<file path="config.mk">
export PLATFORM = sky130hd
export DESIGN_NAME = pipeline_stall_control_flat
export DESIGN_NICKNAME = d
export VERILOG_FILES = /design/src/rtl/pipeline_stall_control_if.sv /design/src/rtl/pipeline_stall_control.sv /design/src/flat_wrapper.sv
export SDC_FILE = /design/constraint.sdc
export NUM_CORES = 1
export LEC_CHECK = 0
export ABC_CLOCK_PERIOD_IN_PS = 2200
export BUFFER_PORTS_ARGS = -buffer_cell sky130_fd_sc_hd__buf_2
export CORE_AREA = 2 2 39 41
export CTS_BUF_LIST = sky130_fd_sc_hd__clkbuf_16
export DETAILED_ROUTE_END_ITERATION = 12
export DIE_AREA = 0 0 41 43
export HOLD_SLACK_MARGIN = 0.02
export SLEW_MARGIN = 10
export SYNTH_ARGS = -nofsm -noshare
export SYNTH_HDL_FRONTEND = slang
export SYNTH_SLANG_ARGS = --single-unit
</file>
<file path="constraint.sdc">
create_clock -name clock -period 2.2 [get_ports clock]
set_input_delay 0 -clock clock [delete_from_list [all_inputs] [get_ports clock]]
set_output_delay 0 -clock clock [all_outputs]
set_load 0.005 [all_outputs]
</file>
<file path="src/rtl/pipeline_stall_control_if.sv">
// Hazard/branch/multdiv handshake between the decode-stage hazard logic and the
// stall controller; master drives the hazard inputs, slave (the controller) drives enables.
interface pipeline_stall_control_if #(
  parameter int CNT_W = 8
);
  logic             is_data_hazard;
  logic             branch_taken;
  logic             md_start;
  logic             md_ready;
  logic             pc_en;
  logic             fd_en;
  logic             dx_en;
  logic             fd_flush;
  logic             dx_bubble;
  logic             xm_bubble;
  logic [1:0]       ctl_state;
  logic             hazard_timeout;
  logic [CNT_W-1:0] stall_count;

  modport master (
    output is_data_hazard, branch_taken, md_start, md_ready,
    input  pc_en, fd_en, dx_en, fd_flush, dx_bubble, xm_bubble,
    input  ctl_state, hazard_timeout, stall_count
  );

  modport slave (
    input  is_data_hazard, branch_taken, md_start, md_ready,
    output pc_en, fd_en, dx_en, fd_flush, dx_bubble, xm_bubble,
    output ctl_state, hazard_timeout, stall_count
  );
endinterface

</file>
<file path="src/rtl/pipeline_stall_control.sv">
// Pipeline stall/flush controller for the five-stage latch bank (Mealy outputs).
// Optional stall performance counter enabled by defining STALL_PERF_CNT_EN.
module pipeline_stall_control #(
  parameter int HAZ_MAX = 4,
  parameter int CNT_W   = 8
) (
  input  logic                     clock,
  input  logic                     reset,
  pipeline_stall_control_if.slave  ctl
);

  localparam int RUN_W = $clog2(HAZ_MAX + 1);

  typedef enum logic [1:0] {
    RUN     = 2'd0,
    HAZ     = 2'd1,
    MD_WAIT = 2'd2
  } state_t;

  state_t           state;
  state_t           state_nxt;
  logic [RUN_W-1:0] run_cnt;
  logic [RUN_W-1:0] run_nxt;
  logic             timeout_q;
  logic             pc_en;
  logic             fd_en;
  logic             dx_en;
  logic             fd_flush;
  logic             dx_bubble;
  logic             xm_bubble;

  // Priority is branch > md_start > hazard; md_start is not expected while DX is bubbled in HAZ.
  always_comb begin
    pc_en     = 1'b1;
    fd_en     = 1'b1;
    dx_en     = 1'b1;
    fd_flush  = 1'b0;
    dx_bubble = 1'b0;
    xm_bubble = 1'b0;
    state_nxt = state;
    run_nxt   = run_cnt;
    if (reset) begin
      pc_en     = 1'b0;
      fd_en     = 1'b0;
      dx_en     = 1'b0;
      fd_flush  = 1'b1;
      dx_bubble = 1'b1;
      xm_bubble = 1'b1;
      state_nxt = RUN;
      run_nxt   = '0;
    end else begin
      case (state)
        RUN: begin
          if (ctl.branch_taken) begin
            fd_flush  = 1'b1;
            dx_bubble = 1'b1;
          end else if (ctl.md_start) begin
            pc_en     = 1'b0;
            fd_en     = 1'b0;
            dx_en     = 1'b0;
            xm_bubble = 1'b1;
            state_nxt = MD_WAIT;
          end else if (ctl.is_data_hazard) begin
            pc_en     = 1'b0;
            fd_en     = 1'b0;
            dx_bubble = 1'b1;
            state_nxt = HAZ;
            run_nxt   = RUN_W'(1);
          end
        end
        HAZ: begin
          if (ctl.branch_taken) begin
            fd_flush  = 1'b1;
            dx_bubble = 1'b1;
            state_nxt = RUN;
            run_nxt   = '0;
          end else if (ctl.is_data_hazard) begin
            pc_en     = 1'b0;
            fd_en     = 1'b0;
            dx_bubble = 1'b1;
            if (run_cnt != RUN_W'(HAZ_MAX)) begin
              run_nxt = run_cnt + RUN_W'(1);
            end
          end else begin
            state_nxt = RUN;
            run_nxt   = '0;
          end
        end
        MD_WAIT: begin
          if (ctl.md_ready) begin
            state_nxt = RUN;
          end else begin
            pc_en     = 1'b0;
            fd_en     = 1'b0;
            dx_en     = 1'b0;
            xm_bubble = 1'b1;
          end
        end
        default: begin
          state_nxt = RUN;
          run_nxt   = '0;
        end
      endcase
    end
  end

  // Timeout is sticky: once the hazard run reaches HAZ_MAX only reset clears it.
  always_ff @(posedge clock) begin
    if (reset) begin
      state     <= RUN;
      run_cnt   <= '0;
      timeout_q <= 1'b0;
    end else begin
      state   <= state_nxt;
      run_cnt <= run_nxt;
      if (run_nxt == RUN_W'(HAZ_MAX)) begin
        timeout_q <= 1'b1;
      end
    end
  end

`ifdef STALL_PERF_CNT_EN
  logic [CNT_W-1:0] stall_cnt;

  always_ff @(posedge clock) begin
    if (reset) begin
      stall_cnt <= '0;
    end else if (!pc_en && !(&stall_cnt)) begin
      stall_cnt <= stall_cnt + CNT_W'(1);
    end
  end

  assign ctl.stall_count = stall_cnt;
`else
  assign ctl.stall_count = '0;
`endif

  assign ctl.pc_en          = pc_en;
  assign ctl.fd_en          = fd_en;
  assign ctl.dx_en          = dx_en;
  assign ctl.fd_flush       = fd_flush;
  assign ctl.dx_bubble      = dx_bubble;
  assign ctl.xm_bubble      = xm_bubble;
  assign ctl.ctl_state      = state;
  assign ctl.hazard_timeout = timeout_q;

endmodule

</file>
<file path="src/flat_wrapper.sv">
// flat-port wrapper written by rule: the top's interface ports become plain ports
module pipeline_stall_control_flat 
#(
  parameter int HAZ_MAX = 4,
  parameter int CNT_W   = 8
)
  (clock, reset, ctl_is_data_hazard, ctl_branch_taken, ctl_md_start, ctl_md_ready, ctl_pc_en, ctl_fd_en, ctl_dx_en, ctl_fd_flush, ctl_dx_bubble, ctl_xm_bubble, ctl_ctl_state, ctl_hazard_timeout, ctl_stall_count);
  pipeline_stall_control_if #(.CNT_W(CNT_W)) ctl_i ();
  input  logic clock;
  input  logic reset;
  input wire logic [$bits(ctl_i.is_data_hazard)-1:0] ctl_is_data_hazard;
  input wire logic [$bits(ctl_i.branch_taken)-1:0] ctl_branch_taken;
  input wire logic [$bits(ctl_i.md_start)-1:0] ctl_md_start;
  input wire logic [$bits(ctl_i.md_ready)-1:0] ctl_md_ready;
  output wire logic [$bits(ctl_i.pc_en)-1:0] ctl_pc_en;
  output wire logic [$bits(ctl_i.fd_en)-1:0] ctl_fd_en;
  output wire logic [$bits(ctl_i.dx_en)-1:0] ctl_dx_en;
  output wire logic [$bits(ctl_i.fd_flush)-1:0] ctl_fd_flush;
  output wire logic [$bits(ctl_i.dx_bubble)-1:0] ctl_dx_bubble;
  output wire logic [$bits(ctl_i.xm_bubble)-1:0] ctl_xm_bubble;
  output wire logic [$bits(ctl_i.ctl_state)-1:0] ctl_ctl_state;
  output wire logic [$bits(ctl_i.hazard_timeout)-1:0] ctl_hazard_timeout;
  output wire logic [$bits(ctl_i.stall_count)-1:0] ctl_stall_count;
  assign ctl_i.is_data_hazard = ctl_is_data_hazard;
  assign ctl_i.branch_taken = ctl_branch_taken;
  assign ctl_i.md_start = ctl_md_start;
  assign ctl_i.md_ready = ctl_md_ready;
  assign ctl_pc_en = ctl_i.pc_en;
  assign ctl_fd_en = ctl_i.fd_en;
  assign ctl_dx_en = ctl_i.dx_en;
  assign ctl_fd_flush = ctl_i.fd_flush;
  assign ctl_dx_bubble = ctl_i.dx_bubble;
  assign ctl_xm_bubble = ctl_i.xm_bubble;
  assign ctl_ctl_state = ctl_i.ctl_state;
  assign ctl_hazard_timeout = ctl_i.hazard_timeout;
  assign ctl_stall_count = ctl_i.stall_count;
  pipeline_stall_control #(.HAZ_MAX(HAZ_MAX), .CNT_W(CNT_W)) u_core (.clock(clock), .reset(reset), .ctl(ctl_i));
endmodule
</file>
* After elaboration in Yosys (flattened, before gate mapping)
Cells that the tools add are included.
** Storage, ports and cells
- Logic and storage cells :: 55
- RAM bits :: 0
- Register bits :: 6
- Memories kept :: 0
- Output and inout port bits :: 17
- Bits in latches :: 0
- Bits in read-only memories :: 0
- Bits of input ports :: 6
** Operators by class
- Muxes and demuxes :: 40
- Add/sub/neg operators :: 1
- Eq/ne operators :: 8
- Reduce and logical (&&, ||, !) cells :: 3
- Shifts and indexed selects :: 0
- Bitwise logic cells :: 0
- Div/mod/pow operators :: 0
- $mul :: 0
- Magnitude comparators :: 0
** Operators by type and width (count)
- 1-bit two-way mux :: 21
- 3-bit two-way mux :: 7
- 2-bit two-way mux :: 6
- 3-bit != test (second input constant) :: 3
- 3-bit case mux with 3 select lines :: 1
- 1-bit case mux with 2 select lines :: 3
- 2-bit case mux with 3 select lines :: 1
- 2-bit != test (second input constant) :: 2
- 4-bit AND reduction :: 1
- 3-bit by 1-bit adder with 3-bit output (second input constant) :: 1
- 3-bit == test (second input constant) :: 1
- 1-bit case mux with 3 select lines :: 1
- 2-bit by 1-bit == test with 1-bit output (second input constant) :: 1
- 2-bit == test (second input constant) :: 1
- 2-bit zero test :: 1
- 2-bit OR reduction :: 1

* Longest topological paths before layout
Gate-level depths: netlist of run 1.
- Word-level depth :: 7
- Gate-level depth with buffers :: 6
- Mapped depth without buffers :: 6

* Worst setup path after synthesis of run 1
OpenSTA, ideal clock, no wires.
- Kind :: reg-to-reg
- Start :: register u_core.run_cnt[0]
- End :: register u_core.timeout_q, in the netlist u_core.ctl.hazard_timeout
- Cell stages (with the launch flop) :: 7
- Required time :: 2.112 ns
- Path slack :: 0.939 ns
- Arrival time :: 1.173 ns
- Cells stage by stage :: dfxtp_1 -> inv_1 -> ha_1 -> and3_1 -> o211ai_1 -> a21oi_2 -> o32ai_2
** On the way
- Longest elaborated chain between the ends :: 7
- Elaborated cells on any way between the ends :: 11
- Classes of those cells :: add/sub: 1; eq/ne: 2; mux: 8
** Ends and longest elaborated chain
- from (decl) :: RTL line pipeline_stall_control.sv:22 : logic [RUN_W-1:0] run_cnt;
- from (signal assigned) :: RTL line pipeline_stall_control.sv:115 : run_cnt <= run_nxt;
- 3-bit by 1-bit adder with 3-bit output or 3-bit != test (tied branches) :: RTL line pipeline_stall_control.sv:82, pipeline_stall_control.sv:81
- 3-bit two-way mux :: RTL line pipeline_stall_control.sv:81 : if (run_cnt != RUN_W'(HAZ_MAX)) begin
- 3-bit two-way mux :: RTL line pipeline_stall_control.sv:77 : end else if (ctl.is_data_hazard) begin
- 3-bit two-way mux :: RTL line pipeline_stall_control.sv:72 : if (ctl.branch_taken) begin
- 3-bit case mux with 3 select lines * :: RTL line pipeline_stall_control.sv:52 : case (state)
- 3-bit two-way mux * :: RTL line pipeline_stall_control.sv:42 : if (reset) begin
- 3-bit == test * :: RTL line pipeline_stall_control.sv:116 : if (run_nxt == RUN_W'(HAZ_MAX)) begin
- to (signal assigned) :: RTL line pipeline_stall_control.sv:112 : timeout_q <= 1'b0;
- to (signal assigned) :: RTL line pipeline_stall_control.sv:117 : timeout_q <= 1'b1;
- to (decl) :: RTL line pipeline_stall_control.sv:24 : logic timeout_q;
Every way passes the cells marked *; elsewhere a longest branch is shown, timed or not.
A chain may end at the register's enable or synchronous reset.

* Final worst setup path of run 1
- Start :: register u_core.state[1], in the netlist u_core.ctl.ctl_state[1]
- End :: output port ctl_fd_en
** On the way
- Longest elaborated chain between the ends :: 3
- Elaborated cells on any way between the ends :: 5
- Classes of those cells :: eq/ne: 2; mux: 2; reduce/logical: 1
** Ends and longest elaborated chain
- from (decl) :: RTL line pipeline_stall_control.sv:20 : state_t state;
- from (signal assigned) :: RTL line pipeline_stall_control.sv:114 : state <= state_nxt;
- 2-bit == test, or another cell as far along :: RTL line pipeline_stall_control.sv:52
- 1-bit case mux with 3 select lines * :: RTL line pipeline_stall_control.sv:52
- 1-bit two-way mux * :: RTL line pipeline_stall_control.sv:42
- to (decl) :: RTL line flat_wrapper.sv:16 : output wire logic [$bits(ctl_i.fd_en)-1:0] ctl_fd_en;
Marked as above.

==> run metrics, run 1 <==
adder-cell share of the synthesized area=0.0545; VDD IR max=0.000547 V; Clock Power Share=0.640; Diodes inserted=0; Synth Area in Compound Gates=0.226; TNS Setup=0 ps; Comb pwr share=0.102; Final setup viols=0; clk root buf=clkbuf_16; Leak=0.280 nW; asr flop ratio synth=0; Primary FF master, synth=dfxtp_1; Crit path arrival time=1500 ps; Post-synth EDFFs=0; RD Place Congestion=0.757; Synth Cell Area=459 um2; Startpoint Class=register; I/O pins=23; Core Rows=14; Crit-path slowest cell=or3b_1; ANT nets after route=0; drt initial violations=1; PostCTS Resize Cnt=0; Area Growth Syn to Fin=25.9%; # port buffers=14; Post-Syn Area per Cell=8.66 um2; Reg area=120 um2; Detailed Route WL=833 um; vias in the first global route=321; Die Footprint=1760 um2; H-tree levels=1; MaxCap Viol Count=0; Final Skew=2.48 ps; Distinct cells, synth=29; main combinational cell family by area after synthesis=simple AND/OR/NAND/NOR gates; Die Height=43 um; Yosys warning total=0; Cells after Synth=53; FF-to-FF path depth=6; drt via density=4.57; RSZ-0062 raised after global routing=no; fraction of the mapped netlist area in simple logic gates=0.243; Seq/Total Area, Yosys=0.262; mux share of post-synthesis cell area=0; Hold Path Depth=2; Detailed Place HPWL=664 um; Tmin final=1500 ps; Routed WL per cell=10.0 um; biggest cell delay along the critical path=390 ps; global-route wire length before repair=1300 um; fraction of layout cells with a size suffix above 1=0.343; Hold Buf Count CTS=0; antenna violations before repair=0; P_int=0.000367 W; number of max-slew violations in the final report=0; Worst-Skew Late Latency=230 ps; CP required=2200 ps; # clock sinks=6; filler cell count=144; fmax=665 MHz; status=complete, no violations; pin count of the biggest net entering global routing=11; hold violation total from the final report=0; CTS tree=done; drt first pass iters=2; Residual DRC=0; fin crit share=0.684; Layout Nets=77; Die Span X=41 um; worst-path cell chain=or3b_1 -> a21oi_1 -> or2_1 -> nor2_1 -> buf_2; postcts setup bufs=0; Min-Delay Path Class=in2reg; CP Max Fanout=8; part of the power in registers=0.258; FF+latch count, synth=6; Final Non-Filler Cells=83; vias post-DR=379; Starting Density=0.332; Setup CP Type=reg2out; Synth Area in XOR/XNOR=0; Pwr Density=783 nW/um2; sw frac=0.189; area of the multi-input gates=270 um2; total CTS buffers=3; gr ovfl total=0; GRT Util Overall=0.117; Post-Place Cells=80; Switch Pwr=0.0000855 W; Worst Setup End Kind=primary output; clk slew on worst S/H paths=30 ps; Core Area=1380 um2; fin util=0.418; Max Buffers Root-to-Sink=2; Min Hold Slack=59.8 ps
==> power groups by stage <==
stage | registers (W) | clock network, W | logic (W)
detailed placement | 0.000119 | 0 | 0.0000463
global placement | 0.000118 | 0 | 0.0000460
floorplan | 0.000117 | 0 | 0.0000394
CTS | 0.000117 | 0.000296 | 0.0000466
global route | 0.000117 | 0.000303 | 0.0000540
finish | 0.000117 | 0.000289 | 0.0000461
==> area by class of cell <==
| class | count | share of cell area |
|---|---|---|
| Timing Repair Buffer | 14 | 0.121 |
| Tap cell | 16 | 0.0346 |
| Inverter | 6 | 0.0390 |
| Clock buffer | 3 | 0.130 |
| Multi-Input combinational cell | 38 | 0.468 |
| Sequential cell | 6 | 0.208 |
==> through the flow <==
step	setup WS [ps]	instance area, um2	power (W)
finish	695	578	0.000453
global route	559	578	0.000474
CTS	685	578	0.000460
detailed placement	822	503	0.000165
global placement	858	503	0.000164
floorplan	939	485	0.000156
==> cell usage after synthesis, types with 2 or more instances <==
| cell | instances | share of area |
|---|---|---|
| ha_1 | 2 | 0.054 |
| nor2b_1 | 2 | 0.027 |
| dfxtp_1 | 6 | 0.26 |
| o21bai_1 | 2 | 0.033 |
| a21oi_1 | 3 | 0.033 |
| inv_1 | 6 | 0.049 |
| buf_4 | 9 | 0.15 |
| nand2_1 | 2 | 0.016 |
==> kinds of logic after synthesis <==
family	count (synthesis)
buffers and inverters	16
AOI/OAI and AO/OA	12
and+or+nand+nor	16
adders and majority gates	2
other	1
DFF	6
==> sequential cells by signal, indices dropped and copies added (netlist names) <==
| name | count |
|---|---|
| u_core.run_cnt | 3 |
| u_core.ctl.hazard_timeout | 1 |
| u_core.ctl.ctl_state | 2 |
==> critical path, delay by kind of cell, from the launching register on <==
kind / cells / cell delay [ps]
AND/OR/NAND/NOR: 3 / 610
flip-flops: 1 / 370
AO/OA/AOI/OAI: 1 / 180
buffers and inverters: 1 / 130
==> routing by layer <==
metal / track usage / vias up / routed length, um
li1: - / 192 / -
met1: 0.135 / 167 / 367
met2: 0.150 / 16 / 366
met3: 0.0314 / 4 / 63
met4: 0.140 / 0 / 36
met5: 0 / - / 0
==> cells in the final DEF, fill, tap and decap left out, drive strengths merged <==
cell    netlist  layout
a21o          1       1
a21oi         4       4
and2          1       1
and3          1       1
buf          10      14
clkbuf        0       3
conb          1       8
dfxtp         6       6
ha            2       2
inv           6       6
nand2         2       2
nand2b        1       1
nor2          1       1
nor2b         2       2
nor3          1       1
nor3b         2       2
nor4b         1       1
o211a         1       1
o211ai        1       1
o21bai        2       2
o221ai        1       1
o32ai         2       2
or2           2       2
or2b          1       1
or3b          1       1
==> path summary, 6_finish.rpt <==
path | startpoint | end | slack (ps)
max | u_core.ctl.ctl_state[1] | ctl_fd_en | 700
min | reset | u_core.run_cnt[0] | 60
max reg2reg | u_core.run_cnt[0] | u_core.ctl.hazard_timeout | 820
min reg2reg | u_core.ctl.hazard_timeout | u_core.ctl.hazard_timeout | 460
(Power assumes the default switching activity.)
==> run 2, diff against run 1 <==
--- a/config.mk
+++ b/config.mk
@@ -5,13 +5,15 @@
 export SDC_FILE = /design/constraint.sdc
 export NUM_CORES = 1
 export LEC_CHECK = 0
-export ABC_CLOCK_PERIOD_IN_PS = 2200
+export ABC_AREA = 1
+export ABC_CLOCK_PERIOD_IN_PS = 1400
 export BUFFER_PORTS_ARGS = -buffer_cell sky130_fd_sc_hd__buf_2
 export CORE_AREA = 2 2 39 41
 export CTS_BUF_LIST = sky130_fd_sc_hd__clkbuf_16
 export DETAILED_ROUTE_END_ITERATION = 12
 export DIE_AREA = 0 0 41 43
 export HOLD_SLACK_MARGIN = 0.02
+export PLACE_DENSITY = 0.66
 export SLEW_MARGIN = 10
 export SYNTH_ARGS = -nofsm -noshare
 export SYNTH_HDL_FRONTEND = slang
==> constraint.sdc (replaced) <==
create_clock -name clock -period 1.4 [get_ports clock]
set_input_delay 0 -clock clock [delete_from_list [all_inputs] [get_ports clock]]
set_output_delay 0 -clock clock [all_outputs]
set_load 0.005 [all_outputs]
==> run 2 against run 1 <==
Global-route usage shrank 0.19 points. First-iteration DRC count grew to 10 times the previous value. Final area grew 11%. Non-clock buffer count grew 2. Critical path type is now reg2reg. Critical endpoint is now u_core.ctl.hazard_timeout. Largest cell class unchanged. Largest power group unchanged.
==> run metrics, run 2 <==
worst slack at placement=88.3 ps (-734 ps); Cells after Synth=75 (+42%); asr flop ratio synth=0 (unchanged); RD Place Congestion=0.798 (+5.4%); Worst Setup End Kind=register; most numerous cell in the Yosys netlist=nand2_1; Core Area=1380 um2 (unchanged); Layout Nets=102 (+32%); Setup CP Type=reg2reg; most frequent cells after synthesis=20 x nand2_1, 12 x inv_1, 9 x buf_4, 7 x nand3_1, 6 x dfxtp_1; most frequent cells in the layout=18 x nand2_1, 14 x buf_2, 12 x inv_1; ANT nets after route=0 (unchanged); Detailed Route WL=930 um (+12%); global-route wire length before repair=1340 um (+3.2%); Detailed Place HPWL=720 um (+8.4%); Yosys warning total=0 (unchanged); Hold Path Depth=3 (+1); clk root buf=clkbuf_16; worst setup margin=103 ps (-593 ps); Min Hold Slack=116 ps (+56.4 ps); Startpoint Class=register; Reg area=123 um2 (+2.1%); Residual DRC=0 (unchanged); Starting Density=0.354 (+0.0226); drt via density=4.41 (-3.5%); R2R setup slack=100 ps (-720 ps); FF-to-FF path depth=10 (+4); GRT Util Overall=0.116 (-0.00189); fin crit share=0.927; CP Max Fanout=3 (-5); worst r2r src=u_core.run_cnt[0]; drt initial violations=10 (+9); Biggest register=u_core.run_cnt; RSZ-0062 raised after global routing=no; TNS Setup=0 ps (unchanged); postcts setup bufs=0 (unchanged); CTS tree=done; Area Growth Syn to Fin=30.9%; clk slew on worst S/H paths=30 ps (about the same); # port buffers=14 (unchanged); vias in the first global route=360 (+12%); MaxCap Viol Count=0 (unchanged); FF+latch count, synth=6 (unchanged); fmax=771 MHz; CP required=1520 ps (-680 ps); Hold Crit Endpoint=u_core.ctl.ctl_state[1]; Routed WL per cell=8.61 um (-14%); fraction of layout cells with a size suffix above 1=0.359 (+0.0154); VDD IR max=0.000873 V (+60%); hold path start=ctl_md_start; antenna violations before repair=0 (unchanged); Comb pwr share=0.125 (+0.023); I/O pins=23 (unchanged); H-tree levels=1 (unchanged); Switch Pwr=0.000146 W (+71%); number of max-slew violations in the final report=0 (unchanged); Distinct cells, synth=18 (-38%); Primary FF master, synth=dfxtp_1; status=complete, no violations; Die Height=43 um (unchanged); most common cell after layout, fill and taps aside=nand2_1; sw frac=0.201 (+0.0119); # clock sinks=6 (unchanged); Clock Power Share=0.626 (-0.014); filler cell count=140 (-2.8%); cell taking the most area after synthesis=dfxtp_1; area share of the largest cell type after synthesis=0.245 (-0.0167); Post-Syn Area per Cell=6.54 um2 (-25%); Post-synth EDFFs=0 (unchanged); Worst-Skew Late Latency=230 ps (about the same); Pwr Density=1130 nW/um2 (+45%); hold violation total from the final report=0 (unchanged); Die Span X=41 um (unchanged); Diodes inserted=0 (unchanged); R2R Path End=u_core.ctl.hazard_timeout; max reg flops=3 (unchanged); Leak=0.374 nW (+34%); Synth area leaders=dfxtp_1 24%, nand2_1 15%, buf_4 14%, inv_1 9.2%, nand3_1 7.1%; Max Buffers Root-to-Sink=2 (unchanged); P_int=0.000580 W (+58%); area of the multi-input gates=284 um2 (+5.1%); Core Rows=14 (unchanged); total CTS buffers=3 (unchanged); vias post-DR=476 (+26%); Seq/Total Area, Yosys=0.245 (-0.0167); Crit path arrival time=1420 ps (-80 ps); Tmin final=1300 ps; Synth Cell Area=490 um2 (+6.8%); drt first pass iters=4 (+2); Final Skew=0.874 ps (-1.61 ps); pin count of the biggest net entering global routing=6 (-5); part of the power in registers=0.249 (-0.009); Min-Delay Path Class=in2reg; Final setup viols=0 (unchanged); Die Footprint=1760 um2 (unchanged); gr ovfl total=0 (unchanged)
==> run 2: cell families (layout without fill, tap and decap cells) <==
kind of cell,Yosys count,count (layout),synth area share
AND/OR/NAND/NOR,38,38,0.390
buffers and inverters,23,33,0.245
adder cells (fa/ha/maj),2,2,0.0510
other,1,8,0.00765
flip-flops,6,6,0.245
AO/OA/AOI/OAI,5,5,0.0612
==> run 2: timing repair <==
item / 4_1_cts / 5_1_grt
setup endpoints to repair: 0 / 1
hold buffers: 1 / 0
resized for setup: 0 / 5
endpoints found under the hold margin: 4 / 0
==> run 2: worst max-delay path, stage by stage, from the launching register on <==
cell     delay, ps
dfxtp_2        300
buf_4          130
ha_1           190
inv_1           70
o21ai_0         70
nand2_1         70
nand2_1         50
nand2_1        110
nor2_2          50
nor2_2         110
nor2_2          40
==> run 2: worst max-delay path by stage <==
stage | slack (ps) | endpoint | start
3_3_place_gp | 130 | u_core.ctl.hazard_timeout | u_core.run_cnt[0]
6_report | 100 | u_core.ctl.hazard_timeout | u_core.run_cnt[0]
3_5_place_dp | 90 | u_core.ctl.hazard_timeout | u_core.run_cnt[1]
2_1_floorplan | 150 | u_core.ctl.hazard_timeout | u_core.run_cnt[0]
4_1_cts | 90 | u_core.ctl.hazard_timeout | u_core.run_cnt[1]
5_1_grt | 4 | u_core.ctl.hazard_timeout | u_core.run_cnt[0]
==> run 2: cell type report <==
type                       instances  share of cell area
inverter                          14              0.0819
timing repair buffer              16               0.136
clock buffer                       3               0.117
tap                               16              0.0312
multi-input combinational         53               0.442
sequential                         6               0.191
==> run 2: metal layers <==
metal | track usage | part of all wire | wire length, um
met5 | 0 | 0 | 0
met4 | 0.100 | 0.012 | 11
met3 | 0.0314 | 0.038 | 35
met2 | 0.166 | 0.51 | 477
met1 | 0.132 | 0.44 | 405
==> run 2: through the flow <==
step                power (W)  instance area [um2]  instances   util
CTS                  0.000730                  632        108  0.457
global placement     0.000268                  547        104  0.395
finish               0.000726                  642        108  0.464
global route         0.000754                  642        108  0.464
floorplan            0.000254                  517         82      -
detailed placement   0.000268                  547        104  0.395
==> run 2: power by group through the flow <==
stage	registers (W)	logic (W)	clock network, W
after floorplan	0.000184	0.0000700	0
after global placement	0.000183	0.0000852	0
after detailed placement	0.000183	0.0000857	0
after CTS	0.000180	0.0000882	0.000461
after global routing	0.000182	0.000102	0.000471
final	0.000181	0.0000905	0.000455
